--- config.mk ---
export PLATFORM = sky130hd
export DESIGN_NAME = tl_ul_arbiter_2to1
export DESIGN_NICKNAME = d
export VERILOG_FILES = /design/src/rtl/tl_ul_arbiter_2to1.sv
export SDC_FILE = /design/constraint.sdc
export NUM_CORES = 1
export LEC_CHECK = 0
export CORE_AREA = 2 2 162 164
export CTS_CLUSTER_DIAMETER = 150
export DETAILED_ROUTE_END_ITERATION = 10
export DIE_AREA = 0 0 164 166
export PLACE_DENSITY_LB_ADDON = 0.25
export SYNTH_ARGS = -nofsm -noshare
export SYNTH_HDL_FRONTEND = slang
export SYNTH_SLANG_ARGS = --single-unit
export TNS_END_PERCENT = 20
--- constraint.sdc ---
create_clock -name clk_i -period 4.97 [get_ports clk_i]
set_clock_uncertainty 0.1 [all_clocks]
set_input_delay 0.994 -clock clk_i [delete_from_list [all_inputs] [get_ports clk_i]]
set_output_delay 0.994 -clock clk_i [all_outputs]
set_load 0.005 [all_outputs]
--- src/rtl/tl_ul_arbiter_2to1.sv ---
// Two-master to one-slave TL-UL arbiter with a single transaction in flight.
// Channel A is granted round-robin, the grant is held until the matching D beat is accepted, and D is routed back to the owner.
module tl_ul_arbiter_2to1 #(
    parameter bit RR_FIRST = 1'b0,
    parameter int ADDR_W   = 32,
    parameter int DATA_W   = 32,
    parameter int SRC_W    = 8,
    parameter int SIZE_W   = 2
) (
    input  logic                clk_i,
    input  logic                reset_ni,
    // requester 0
    input  logic                m0_a_valid,
    output logic                m0_a_ready,
    input  logic [2:0]          m0_a_opcode,
    input  logic [2:0]          m0_a_param,
    input  logic [SIZE_W-1:0]   m0_a_size,
    input  logic [SRC_W-1:0]    m0_a_source,
    input  logic [ADDR_W-1:0]   m0_a_address,
    input  logic [DATA_W/8-1:0] m0_a_mask,
    input  logic [DATA_W-1:0]   m0_a_data,
    output logic                m0_d_valid,
    input  logic                m0_d_ready,
    output logic [2:0]          m0_d_opcode,
    output logic [2:0]          m0_d_param,
    output logic [SIZE_W-1:0]   m0_d_size,
    output logic [SRC_W-1:0]    m0_d_source,
    output logic [DATA_W-1:0]   m0_d_data,
    output logic                m0_d_error,
    // requester 1
    input  logic                m1_a_valid,
    output logic                m1_a_ready,
    input  logic [2:0]          m1_a_opcode,
    input  logic [2:0]          m1_a_param,
    input  logic [SIZE_W-1:0]   m1_a_size,
    input  logic [SRC_W-1:0]    m1_a_source,
    input  logic [ADDR_W-1:0]   m1_a_address,
    input  logic [DATA_W/8-1:0] m1_a_mask,
    input  logic [DATA_W-1:0]   m1_a_data,
    output logic                m1_d_valid,
    input  logic                m1_d_ready,
    output logic [2:0]          m1_d_opcode,
    output logic [2:0]          m1_d_param,
    output logic [SIZE_W-1:0]   m1_d_size,
    output logic [SRC_W-1:0]    m1_d_source,
    output logic [DATA_W-1:0]   m1_d_data,
    output logic                m1_d_error,
    // memory controller slave
    output logic                s_a_valid,
    input  logic                s_a_ready,
    output logic [2:0]          s_a_opcode,
    output logic [2:0]          s_a_param,
    output logic [SIZE_W-1:0]   s_a_size,
    output logic [SRC_W-1:0]    s_a_source,
    output logic [ADDR_W-1:0]   s_a_address,
    output logic [DATA_W/8-1:0] s_a_mask,
    output logic [DATA_W-1:0]   s_a_data,
    input  logic                s_d_valid,
    output logic                s_d_ready,
    input  logic [2:0]          s_d_opcode,
    input  logic [2:0]          s_d_param,
    input  logic [SIZE_W-1:0]   s_d_size,
    input  logic [SRC_W-1:0]    s_d_source,
    input  logic [DATA_W-1:0]   s_d_data,
    input  logic                s_d_error,
    output logic                owner_o,
    output logic                busy_o
);
    localparam int MASK_W = DATA_W / 8;
    localparam int A_W    = 3 + 3 + SIZE_W + SRC_W + ADDR_W + MASK_W + DATA_W;

    typedef enum logic [1:0] {IDLE, A_PEND, WAIT_D} state_t;

    state_t state_q, state_d;
    logic   owner_q, owner_d;
    logic   prio_q, prio_d;
    logic   sel, a_sel, a_req, d_route, own_a_valid, own_d_ready;

    logic [A_W-1:0] m0_a_pkt, m1_a_pkt, s_a_pkt;

    assign m0_a_pkt = {m0_a_opcode, m0_a_param, m0_a_size, m0_a_source,
                       m0_a_address, m0_a_mask, m0_a_data};
    assign m1_a_pkt = {m1_a_opcode, m1_a_param, m1_a_size, m1_a_source,
                       m1_a_address, m1_a_mask, m1_a_data};
    assign s_a_pkt  = a_sel ? m1_a_pkt : m0_a_pkt;
    assign {s_a_opcode, s_a_param, s_a_size, s_a_source,
            s_a_address, s_a_mask, s_a_data} = s_a_pkt;

    // D payload is broadcast; only d_valid decides who actually sees a beat
    assign m0_d_opcode = s_d_opcode;
    assign m0_d_param  = s_d_param;
    assign m0_d_size   = s_d_size;
    assign m0_d_source = s_d_source;
    assign m0_d_data   = s_d_data;
    assign m0_d_error  = s_d_error;
    assign m1_d_opcode = s_d_opcode;
    assign m1_d_param  = s_d_param;
    assign m1_d_size   = s_d_size;
    assign m1_d_source = s_d_source;
    assign m1_d_data   = s_d_data;
    assign m1_d_error  = s_d_error;

    always_comb begin
        state_d     = state_q;
        owner_d     = owner_q;
        prio_d      = prio_q;
        a_sel       = owner_q;
        a_req       = 1'b0;
        d_route     = 1'b0;
        sel         = (m0_a_valid && m1_a_valid) ? prio_q : m1_a_valid;
        own_a_valid = owner_q ? m1_a_valid : m0_a_valid;
        own_d_ready = owner_q ? m1_d_ready : m0_d_ready;
        case (state_q)
            IDLE: begin
                a_sel = sel;
                a_req = m0_a_valid || m1_a_valid;
                if (a_req) begin
                    owner_d = sel;
                    state_d = s_a_ready ? WAIT_D : A_PEND;
                end
            end
            A_PEND: begin
                a_req = own_a_valid;
                if (own_a_valid && s_a_ready) begin
                    state_d = WAIT_D;
                end
            end
            WAIT_D: begin
                d_route = 1'b1;
                if (s_d_valid && own_d_ready) begin
                    prio_d  = ~owner_q;
                    state_d = IDLE;
                end
            end
            default: state_d = IDLE;
        endcase
    end

    // handshake outputs are held quiet while reset is asserted
    assign s_a_valid  = reset_ni && a_req;
    assign m0_a_ready = reset_ni && a_req && !a_sel && s_a_ready;
    assign m1_a_ready = reset_ni && a_req &&  a_sel && s_a_ready;
    assign s_d_ready  = reset_ni && d_route && own_d_ready;
    assign m0_d_valid = reset_ni && d_route && !owner_q && s_d_valid;
    assign m1_d_valid = reset_ni && d_route &&  owner_q && s_d_valid;
    assign owner_o    = owner_q;
    assign busy_o     = (state_q != IDLE);

    always_ff @(posedge clk_i) begin
        if (!reset_ni) begin
            state_q <= IDLE;
            owner_q <= RR_FIRST;
            prio_q  <= RR_FIRST;
        end else begin
            state_q <= state_d;
            owner_q <= owner_d;
            prio_q  <= prio_d;
        end
    end
endmodule

; Word-level counts from Yosys, hierarchy flattened
; Index checks and enable logic that the tools add are counted.
[totals]
regBits = 4
in_bits = 225
wordCells = 43
output_inout_bits = 190
[classes]
n_reduce_logical = 22
mux = 12
bitwise = 1
n_eq_ne = 5
[ops]
columns = cell, n
row1 = $mux W84, 1
row2 = $logic_and A1 B1 Y1, 14
row3 = $mux W2, 4
row4 = $ne A2 B2 Y1 const B, 3
row5 = $pmux W2 S3, 1
row6 = $mux W1, 5
row7 = $reduce_and A2 Y1, 2
row8 = $reduce_and A3 Y1, 1
row9 = $eq A2 B1 Y1 const B, 1
row10 = $eq A2 B2 Y1 const B, 1
row11 = $logic_not A1 Y1, 2
row12 = $logic_not A2 Y1, 1
row13 = $pmux W1 S2, 1
row14 = $reduce_bool A2 Y1, 1
row15 = $logic_or A1 B1 Y1, 1
row16 = $not A1 Y1, 1

; Depth between registers and ports, before layout
[depth]
word_depth = 6
mapped_depth = 6
mapped_depth_nobuf = 3

; Least setup slack after synthesis
; Ideal clock, no wire load.
[synth_timing]
kind = input to output
startpoint = in m0_a_valid
endpoint = out s_a_opcode[0]
t_required_ps = 3876
path_buffers = 2
arrival_time_ps = 1962
cell_stages = 5
path_slack_ps = 1914
cell_sequence = nand2b_1 > a31oi_4 > buf_6 > buf_8 > mux2_4
[synth_between]
elab_chain_cells = 4
[synth_lines]
columns = item, line_no
row1 = start: declaration, 13  ; input logic m0_a_valid,
row2 = $logic_and A1 B1 Y1, 110  ; sel = (m0_a_valid && m1_a_valid) ? prio_q : m1_a_valid;
row3 = $mux W1, 110
row4 = $mux W1, 113  ; case (state_q)
row5 = $mux W84, 85  ; assign s_a_pkt = a_sel ? m1_a_pkt : m0_a_pkt;
row6 = end: declaration, 51  ; output logic [2:0] s_a_opcode,
; No other way between the ends.

; Worst setup path after layout
[layout_timing]
startpoint = in m0_a_valid
endpoint = out s_a_address[19]
[layout_between]
elab_chain_cells = 4
[layout_lines]
columns = item, line_no
row1 = $logic_and A1 B1 Y1, 110
row2 = $mux W1, 110
row3 = $mux W1, 113
row4 = $mux W84, 85
row5 = end: declaration, 55  ; output logic [ADDR_W-1:0] s_a_address,
; No other way between the ends.

==> results.md <==
* RSZ-0062 raised after global routing: false
* Post_cts resized at 0
* Mapped cell area at 2257 sq um
* Pwr/cell area at 140.2 nW/um^2
* Hold Slack at 0.4652 ns
* H-tree depth at 1
* Number of placed I/O pins at 415
* GR Overflow Total at 0
* #FFs+latches synth at 4
* Routed Antenna Nets at 0
* Routed length per placed instance at around 13 um
* Overall routing resource usage at 0.06462
* Worst endpoint required time at 3.88 ns
* Die area at 27220 sq um
* Synth Area per Inst at 9.771 sq um
* Setup crit start kind: primary input
* Critical path's largest stage delay at 0.56 ns
* Synth Instances at about 230
* Outcome: finished clean
* DRT Pass-1 Iters at 4
* Worst-Margin Slew at 0.5504 ns
* FMAX at 230.7 MHz
* Core Rows at 59
* Post-synthesis cell type count at 29
* Post-Place Cells at 727
* Die Wd at 164 um
* Clock sinks at 4
* Final setup vio count at 0
* Vias in the first global route at 2513
* Fillers at approximately 2.8k
* Die Y at between 150 and 200 um
* Overall power at around 640 uW
* CP max-delay cell: clkdlybuf4s50_1
* Seq/Total Area, Yosys at 0.03548
* Post-CTS Setup Bufs at 0
* Initial Utilization at 0.08812
* Iter 0 DRT Violations at 38
* Vias per cell at 3.055
* Total Nets Final at 622
* Share of layout cells above drive strength 1 at 0.2354
* Area Overhead vs Synth at 103.5%
* Pleak at 1.740 nW
* VDD IR max at 0.09322 mV
* Clk slew on worst S/H paths at 0.03 ns
* Net Count, Synth at around 460
* CTS Hold Buffers Added at 0
* Sum Neg Setup Slack at 0 ns
* TritonCTS clock tree: done
* Via count at 2230
* Register-to-Register Path Depth at 3
* First-pass GRT wire length at 13.72 mm
* Most frequent cells in the layout: clkdlybuf4s50_1, mux2_2, mux2_4
* Crit path DAT at between 3 and 4 ns
* WHS Path Cells at 2
* Max-slew violation total from the final report at 0
* WL final at between 9 and 10 mm
* Maximum root-to-sink buffer count at 2
* CTS Root Cell: clkbuf_16
* DRC at 0
* ANT cells at 0
* Crit path max fanout at 30
* Max-Cap Viols at 0
* TritonCTS Buffers at 3
* Final worst path period need at 4.334 ns
* Final Util at 0.1794
* Slew headroom at 0.6330
* Hold crit path type: reg -> reg
* Final Hold Viols at 0
* Port Buffers at about 270
* Core area at 25620 sq um
* Cell Count, Final, Fillers Out at 730
* CP cell instances: clkdlybuf4s50_1 -> nand2b_1 -> a31oi_4 -> buf_4 -> mux2_4 -> clkdlybuf4s50_1
* Tcrit/Tclk final at 0.8720
* Cell mode on critical path: clkdlybuf4s50_1
* Synth warnings at 0
* Placer Congestion at 0.8086
* Dpl hpwl at about 8.6 mm
* Commonest non-fill, non-tap cell in the layout: clkdlybuf4s50_1
* CP endpoint kind: output port
* Initial antenna violation count at 0
* Critical path class: in -> out
* Pin count of the biggest net entering global routing at between 50 and 60
* Clock Latency Late Sink at 0.22 ns
## cell usage after synthesis
master	n	share of area
nand2_1	2	0.0033
a311o_1	1	0.0044
nor3b_2	1	0.0055
nor2_1	3	0.0050
buf_12	3	0.027
buf_2	1	0.0022
o22ai_1	1	0.0028
mux2_2	46	0.23
buf_4	102	0.34
buf_8	1	0.0066
nor2b_1	3	0.0083
o21a_1	1	0.0033
dfxtp_1	4	0.035
nand2b_1	3	0.0083
inv_1	4	0.0066
a311oi_1	1	0.0039
a31oi_4	1	0.0094
mux2_4	38	0.25
buf_6	1	0.0050
o21ai_0	2	0.0044
or3b_2	1	0.0039
nor2_2	1	0.0028
and4_1	1	0.0039
nor3_1	2	0.0044
a21oi_1	2	0.0044
a31oi_1	1	0.0028
a32oi_1	1	0.0039
mux2i_1	2	0.0089
nand3_1	1	0.0022
## routing by layer
metal / up-vias / GRT usage / part of all wire
li1: 1027 / - / -
met1: 994 / 0.06318 / 0.33
met2: 200 / 0.1235 / 0.51
met3: 9 / 0.03397 / 0.15
met4: 0 / 0.005721 / 0.0046
met5: - / 0 / 0
## registers in the layout, indices dropped and copies added (netlist names)
register / flops
owner_o: 1
prio_q: 1
state_q: 2
## final timing paths
kind,startpoint,end,slack [ns]
hold reg to reg,state_q[0]$_SDFFE_PN0P_,state_q[0]$_SDFFE_PN0P_,0.47
setup / recovery,m0_a_valid,s_a_address[19],0.64
setup reg to reg,owner_o$_SDFFE_PN0N_,state_q[1]$_SDFFE_PN0P_,3.60
hold / removal,state_q[0]$_SDFFE_PN0P_,state_q[0]$_SDFFE_PN0P_,0.47
## kinds of logic after synthesis
logic type | after synthesis | share of synthesized area
buf+inv | 112 | 0.3864
flops | 4 | 0.03548
compound gates | 11 | 0.03936
simple gates | 18 | 0.04767
mux | 86 | 0.4911
## critical path: cells and delay by family
kind                   cells  cell delay (ns)
and+or+nand+nor            1             0.13
AOI/OAI and AO/OA          1             0.23
buffers and inverters      3             1.49
muxes                      1             0.34
## metrics by stage
step | area [sq um] | setup WS [ns]
after floorplan | 2257 | 1.914
after global placement | 4519 | 0.6858
after detailed placement | 4519 | 0.6073
after CTS | 4594 | 0.6091
after global routing | 4594 | 0.5146
final | 4594 | 0.6363
## final cells by class
class                   instances  area, sq um  area share
repair buffers                269         2700      0.5877
multi-input cells             115         1305      0.2840
well taps                     335        419.2     0.09123
flip-flops and latches          4        80.08     0.01743
clock buffers                   3        75.07     0.01634
inverters                       4        15.01    0.003268
## where the power goes
group	internal, mW	switching, mW	total (mW)
Combinational	0.348	0.134	0.482
Clock	0.103	0.0205	0.123
Sequential	0.0347	0.00475	0.0395
(Power assumes the default switching activity.)
